===== src/rtl/z2_cycle_ctrl_pkg.sv =====
// Shared encodings for the Zorro II slave cycle controller: FSM states,
// per-channel termination modes and the timeout counter sizing helper.
package z2_cycle_ctrl_pkg;

  typedef enum logic [1:0] {
    Z2_IDLE  = 2'd0,
    Z2_START = 2'd1,
    Z2_DATA  = 2'd2,
    Z2_END   = 2'd3
  } z2_state_e;

  localparam logic [1:0] CH_MODE_ACK = 2'b00;
  localparam logic [1:0] CH_MODE_WS  = 2'b01;
  localparam logic [1:0] CH_MODE_IMM = 2'b10;

  // Timeout counter is kept between 8 and 16 bits regardless of the requested count.
  function automatic int unsigned timeoutWidth(input int unsigned cycles);
    int unsigned w;
    w = $clog2(cycles + 1);
    if (w < 8)  w = 8;
    if (w > 16) w = 16;
    return w;
  endfunction

endpackage


===== src/rtl/z2_cycle_ctrl_sync.sv =====
// Multi-flop synchroniser for one asynchronous bus strobe; resets to the
// inactive (high) level so no spurious strobe is seen after reset.
module z2_cycle_ctrl_sync #(
  parameter int STAGES = 2
) (
  input  logic clk_i,
  input  logic rst_i,
  input  logic d_i,
  output logic q_o
);

  logic [STAGES-1:0] chain_q;

  always_ff @(posedge clk_i or posedge rst_i) begin
    if (rst_i) chain_q <= '1;
    else       chain_q <= {chain_q[STAGES-2:0], d_i};
  end

  assign q_o = chain_q[STAGES-1];

endmodule


===== src/rtl/z2_cycle_ctrl.sv =====
// Zorro II slave cycle controller: strobe synchronisation, channel arbitration
// and DTACK/OVR generation. Optional bus-error timeout enabled by Z2_TIMEOUT_EN.
module z2_cycle_ctrl
  import z2_cycle_ctrl_pkg::*;
#(
  parameter int                NUM_CH         = 4,
  parameter int                SYNC_STAGES    = 2,
  parameter int                WS_WIDTH       = 3,
  parameter logic [NUM_CH-1:0] OVR_MASK       = '0,
  parameter int                TIMEOUT_CYCLES = 255
) (
  input  logic                         MEMCLK,
  input  logic                         RESET,
  input  logic                         AS_n,
  input  logic                         UDS_n,
  input  logic                         LDS_n,
  input  logic                         RW,
  input  logic [NUM_CH-1:0]            ch_sel,
  input  logic [NUM_CH-1:0]            ch_ack,
  input  logic [2*NUM_CH-1:0]          ch_mode,
  input  logic [WS_WIDTH*NUM_CH-1:0]   ch_ws,
  output logic                         as_sync,
  output logic                         uds_sync,
  output logic                         lds_sync,
  output logic                         rw_sync,
  output logic [1:0]                   z2_state,
  output logic [NUM_CH-1:0]            cycle_ch,
  output logic                         cycle_start,
  output logic                         cycle_end,
  output logic                         dtack_req,
  output logic                         ovr_req,
  output logic                         berr_req
);

  z2_cycle_ctrl_sync #(.STAGES(SYNC_STAGES)) u_syncAs  (.clk_i(MEMCLK), .rst_i(RESET), .d_i(AS_n),  .q_o(as_sync));
  z2_cycle_ctrl_sync #(.STAGES(SYNC_STAGES)) u_syncUds (.clk_i(MEMCLK), .rst_i(RESET), .d_i(UDS_n), .q_o(uds_sync));
  z2_cycle_ctrl_sync #(.STAGES(SYNC_STAGES)) u_syncLds (.clk_i(MEMCLK), .rst_i(RESET), .d_i(LDS_n), .q_o(lds_sync));
  z2_cycle_ctrl_sync #(.STAGES(SYNC_STAGES)) u_syncRw  (.clk_i(MEMCLK), .rst_i(RESET), .d_i(RW),    .q_o(rw_sync));

  z2_state_e             state_q, state_d;
  logic [NUM_CH-1:0]     owner_q, owner_d, selLow;
  logic [WS_WIDTH-1:0]   wsCnt_q, wsCnt_d, ownerWs;
  logic [1:0]            ownerMode;
  logic                  ownerAck;
  logic                  dtack_q, dtack_d, start_q, start_d, end_q, end_d;

`ifdef Z2_TIMEOUT_EN
  localparam int unsigned     TO_W    = timeoutWidth(TIMEOUT_CYCLES);
  localparam logic [TO_W-1:0] TO_LAST = TO_W'(TIMEOUT_CYCLES - 1);
  logic [TO_W-1:0] toCnt_q, toCnt_d;
  logic            timedOut_q, timedOut_d, berr_q, berr_d;
`endif

  // Lowest-index hit wins; owner attributes are muxed from the one-hot owner.
  always_comb begin
    selLow    = '0;
    ownerMode = '0;
    ownerWs   = '0;
    for (int i = NUM_CH - 1; i >= 0; i--) begin
      if (ch_sel[i]) begin
        selLow    = '0;
        selLow[i] = 1'b1;
      end
    end
    for (int i = 0; i < NUM_CH; i++) begin
      if (owner_q[i]) begin
        ownerMode = ownerMode | ch_mode[2*i +: 2];
        ownerWs   = ownerWs | ch_ws[WS_WIDTH*i +: WS_WIDTH];
      end
    end
  end

  assign ownerAck = |(ch_ack & owner_q);

  always_comb begin
    state_d = state_q;
    owner_d = owner_q;
    wsCnt_d = wsCnt_q;
    start_d = 1'b0;
    end_d   = 1'b0;
    dtack_d = 1'b0;
`ifdef Z2_TIMEOUT_EN
    toCnt_d    = '0;
    timedOut_d = timedOut_q;
    berr_d     = 1'b0;
`endif
    if ((state_q == Z2_START || state_q == Z2_DATA) && as_sync) begin
      state_d = Z2_IDLE;
      owner_d = '0;
      end_d   = 1'b1;
    end else begin
      case (state_q)
        Z2_IDLE: begin
          if (!as_sync && |ch_sel) begin
            state_d = Z2_START;
            owner_d = selLow;
            start_d = 1'b1;
`ifdef Z2_TIMEOUT_EN
            timedOut_d = 1'b0;
`endif
          end
        end
        Z2_START: begin
          if (!uds_sync || !lds_sync) begin
            state_d = Z2_DATA;
            wsCnt_d = ownerWs;
          end
        end
        Z2_DATA: begin
          case (ownerMode)
            CH_MODE_ACK: if (ownerAck) state_d = Z2_END;
            CH_MODE_WS: begin
              if (wsCnt_q == '0) state_d = Z2_END;
              else               wsCnt_d = wsCnt_q - WS_WIDTH'(1);
            end
            default: state_d = Z2_END;
          endcase
`ifdef Z2_TIMEOUT_EN
          toCnt_d = toCnt_q + TO_W'(1);
          if (state_d == Z2_DATA && toCnt_q == TO_LAST) begin
            state_d    = Z2_END;
            timedOut_d = 1'b1;
          end
`endif
        end
        default: begin
          // END: acknowledge is registered, so it appears one cycle after entry.
          if (as_sync) begin
            state_d = Z2_IDLE;
            owner_d = '0;
            end_d   = 1'b1;
          end else begin
`ifdef Z2_TIMEOUT_EN
            dtack_d = !timedOut_q;
            berr_d  = timedOut_q;
`else
            dtack_d = 1'b1;
`endif
          end
        end
      endcase
    end
  end

  always_ff @(posedge MEMCLK or posedge RESET) begin
    if (RESET) begin
      state_q <= Z2_IDLE;
      owner_q <= '0;
      wsCnt_q <= '0;
      dtack_q <= 1'b0;
      start_q <= 1'b0;
      end_q   <= 1'b0;
    end else begin
      state_q <= state_d;
      owner_q <= owner_d;
      wsCnt_q <= wsCnt_d;
      dtack_q <= dtack_d;
      start_q <= start_d;
      end_q   <= end_d;
    end
  end

`ifdef Z2_TIMEOUT_EN
  always_ff @(posedge MEMCLK or posedge RESET) begin
    if (RESET) begin
      toCnt_q    <= '0;
      timedOut_q <= 1'b0;
      berr_q     <= 1'b0;
    end else begin
      toCnt_q    <= toCnt_d;
      timedOut_q <= timedOut_d;
      berr_q     <= berr_d;
    end
  end

  assign berr_req = berr_q;
`else
  assign berr_req = 1'b0;
`endif

  assign z2_state    = state_q;
  assign cycle_ch    = owner_q;
  assign cycle_start = start_q;
  assign cycle_end   = end_q;
  assign dtack_req   = dtack_q;
  // OVR follows AS combinationally so it releases together with the strobe.
  assign ovr_req     = (|(owner_q & OVR_MASK)) && !as_sync;

endmodule


===== config.mk =====
export PLATFORM = sky130hd
export DESIGN_NAME = z2_cycle_ctrl
export DESIGN_NICKNAME = d
export VERILOG_FILES = /design/src/rtl/z2_cycle_ctrl_pkg.sv /design/src/rtl/z2_cycle_ctrl_sync.sv /design/src/rtl/z2_cycle_ctrl.sv
export SDC_FILE = /design/constraint.sdc
export NUM_CORES = 1
export LEC_CHECK = 0
export ABC_AREA = 1
export BUFFER_PORTS_ARGS = -buffer_cell sky130_fd_sc_hd__buf_2
export CORE_UTILIZATION = 50
export CTS_BUF_LIST = sky130_fd_sc_hd__clkbuf_16
export CTS_CLUSTER_DIAMETER = 40
export DETAILED_ROUTE_END_ITERATION = 12
export GPL_ROUTABILITY_DRIVEN = 0
export HOLD_SLACK_MARGIN = 0.05
export PLACE_DENSITY = 0.83
export REMOVE_ABC_BUFFERS = 1
export SYNTH_ARGS = -nofsm -noshare
export SYNTH_HDL_FRONTEND = slang
export SYNTH_HIERARCHICAL = 1
export SYNTH_SLANG_ARGS = --single-unit

===== constraint.sdc =====
create_clock -name MEMCLK -period 3.8 [get_ports MEMCLK]
set_clock_uncertainty 0.05 [all_clocks]
set_input_delay 0.38 -clock MEMCLK [delete_from_list [all_inputs] [get_ports MEMCLK]]
set_output_delay 0.38 -clock MEMCLK [all_outputs]
set_load 0.01 [all_outputs]

==> metrics.md <==
| Metric | Value |
|---|---|
| First-pass GRT wire length | `4.50 mm` |
| GRT overflow | `0` |
| Min-Delay Path Class | `input port to async pin` |
| Compound-Gate Fraction of Synth Area | `0.0971` |
| Synth area leaders | `dfrtp_1 (26%), dfstp_2 (18%), nand2_1 (17%)` |
| P_leak | `0.813 nW` |
| Largest net degree at the start of global routing | `13` |
| CTS tree | `built` |
| CP max stage delay | `0.42 ns` |
| Setup CP Type | `flop to flop` |
| Area Overhead vs Synth | `28.6%` |
| Post-synthesis mux area share | `0` |
| # nets final | `235` |
| DRC viols | `0` |
| Ports | `49` |
| Ys Warns | `6` |
| CTS resizes | `0` |
| Crit end category | `flop` |
| Clk buf depth | `2` |
| Syn avg cell area | `7.91 sq um` |
| Layout cells sized above 1 | `0.378` |
| Simple-Gate Fraction of Synth Area | `0.310` |
| Post-synth top area share | `0.262` |
| CTS Buf Count | `3` |
| Xor and xnor fraction of the mapped netlist area | `0.00763` |
| Inserted Diodes | `0` |
| Die H | `49.9 um` |
| CTS clock-pin slew for the worst setup and hold paths | `0.05 ns` |
| Library cells used by synthesis | `23` |
| Row cnt | `16` |
| Root buf cell | `clkbuf_16` |
| Synth area leader | `dfrtp_1` |
| Power Density | `656 mW/mm^2` |
| Register area share after synthesis | `0.445` |
| CTS Hold Buffers Added | `0` |
| Core area | `0.00206 sq mm` |
| Die area | `0.00249 sq mm` |
| Fillcell total | `155` |
| Final period utilization | `0.466` |
| Port buffer count | `46` |
| Clock Sinks | `20` |
| Fin crit period | `1.77 ns` |
| Flops & latches, synth | `20` |
| Initial antenna violation count | `0` |
| Critical path required time | `3.94 ns` |
| Status | `completed` |
| H-tree levels | `1` |
| Vias per inst | `4.90` |
| DR WL/cell | `12.3 um` |
| Vias | `1078` |
| Antenna viol nets, final | `0` |
| Post-Route WL | `2.70 mm` |
| Final setup vio count | `0` |
| Slew Limit Fails | `0` |
| Critical path cell sequence | `inv_1, ha_1, nand2_1, inv_1, nor2_2, nand2_1, o21ai_1, nor2_2, nand2_1, nand2_1, nand2_1` |
| Crit Path Max Fanout | `5` |
| Post-synthesis adder-cell area fraction | `0.0654` |
| Multi-input combinational cell area | `558 sq um` |
| Die W | `49.9 um` |
| Cell Area, Synth | `0.00115 sq mm` |
| Hold WS | `0.126 ns` |
| Number of global-route vias before repair | `1094` |
| First drt pass iteration count | `4` |
| Cells after synthesis | `145` |
| Total track usage | `0.241` |
| CP startpoint kind | `flop` |
| Critical path arrival | `1.91 ns` |
| VDD IR max | `0.396 mV` |
| Post-DP HPWL | `2.11 mm` |
| Fin. Hold Viols | `0` |
| Critical path's slowest cell | `dfrtp_1` |
| Sequential cell area | `510 sq um` |
| Starting DRT DRC Count | `26` |
| Total Neg Setup Slack | `0 ns` |
| Fmax achieved | `0.564 GHz` |
| Most frequent CP cell | `nand2_1` |
| Max Cap Viol | `0` |
| Clk_lat worst skew | `0.25 ns` |
| Starting Density | `0.556` |
| RSZ-0062 raised after global routing | `no` |
| Setup Buffers After CTS | `0` |
| Combinational family with the most area after synthesis | `simple AND/OR/NAND/NOR gates` |
==> worst max-delay path, delay by kind of cell, from the launching register on <==
kind | cells | cell delay, ns
fa+ha+maj | 1 | 0.33
simple gates | 7 | 0.65
buf+inv | 2 | 0.14
flops | 1 | 0.42
compound gates | 1 | 0.12
==> cell usage after synthesis <==
master    instances
dfrtp_1          12
nand3_4           1
inv_1            16
nor3_1            1
a21oi_1           1
or2_2             1
xor2_1            1
dfstp_2           8
nand2_2           3
a21oi_4           1
nand3b_1          1
ha_1              6
o21ai_1           4
a22o_2            3
inv_2             2
conb_1            1
nor2_2            4
o21ai_0           8
nand2_1          52
buf_4             2
nand3_1           7
nor2_1            9
nand2_4           1
==> power breakdown <==
group / internal, W / switching, W
Sequential: 0.000267 / 0.0000502
Combinational: 0.000165 / 0.000275
Clock: 0.000139 / 0.0000727
Total: 0.000570 / 0.000397
==> final timing paths <==
path / slack, ns / startpoint / cells past startpoint / end
setup / recovery: 2.03 / z2_state[0]$_DFFE_PP0P_ / 11 / z2_state[0]$_DFFE_PP0P_
hold / removal: 0.13 / RESET / 2 / u_syncLds/chain_q[1]$_DFF_PP1_
setup reg to reg: 2.03 / z2_state[0]$_DFFE_PP0P_ / 11 / z2_state[0]$_DFFE_PP0P_
hold reg to reg: 0.31 / u_syncAs/chain_q[0]$_DFF_PP1_ / 0 / u_syncAs/chain_q[1]$_DFF_PP1_
max in group asynchronous: 3.24 / RESET / 2 / dtack_req$_DFF_PP0_
min in group MEMCLK: 0.17 / LDS_n / 1 / u_syncLds/chain_q[0]$_DFF_PP1_
==> layer usage <==
layer / share of wire / GRT usage / wire length [um] / up-vias
li1: - / - / - / 546
met1: 0.41 / 0.257 / 1110 / 491
met2: 0.53 / 0.468 / 1430 / 34
met3: 0.038 / 0.0340 / 103 / 7
met4: 0.018 / 0.0857 / 49 / 0
met5: 0 / 0 / 0 / -
==> metrics by stage <==
step	std cells	area, sq um	power (W)	setup WS [ns]	util
after floorplan	144	1140	0.000622	2.21	-
after global placement	217	1400	0.000725	2.19	0.679
after detailed placement	217	1400	0.000751	2.08	0.679
after CTS	220	1480	0.000966	2.04	0.715
after global routing	220	1480	0.00104	1.84	0.715
final	220	1480	0.000968	2.03	0.715
==> state kept, by name, indices dropped and copies added (netlist names) <==
register and flops:
dtack_req 1, u_syncUds/chain_q 2, cycle_ch 4, wsCnt_q 3, u_syncLds/chain_q 2, cycle_start 1, z2_state 2, u_syncRw/chain_q 2
u_syncAs/chain_q 2, cycle_end 1
==> logic make-up (layout without fill, tap and decap cells) <==
group | after synthesis | in the layout
AO/OA/AOI/OAI | 17 | 17
XOR/XNOR | 1 | 1
adder cells (fa/ha/maj) | 6 | 6
buffers and inverters | 20 | 67
flip-flops | 20 | 20
other | 1 | 2
AND/OR/NAND/NOR | 80 | 80
==> cells in the final DEF (no fill, tap or decap), types with 2 or more instances in the layout <==
master     instances
a22o_2             3
buf_2             46
clkbuf_16          3
conb_1             2
dfrtp_1           12
dfstp_2            8
ha_1               6
inv_1             16
inv_2              2
nand2_1           52
nand2_2            3
nand3_1            7
nor2_1             9
nor2_2             4
o21ai_0            8
o21ai_1            4
==> final cells by class <==
cell class | instances | area share
timing repair buffer | 46 | 0.156
multi-input combinational | 106 | 0.378
sequential | 20 | 0.346
inverter | 18 | 0.0458
clock buffer | 3 | 0.0509
tap | 27 | 0.0229
No activity file was read; power rests on OpenSTA's default activity.
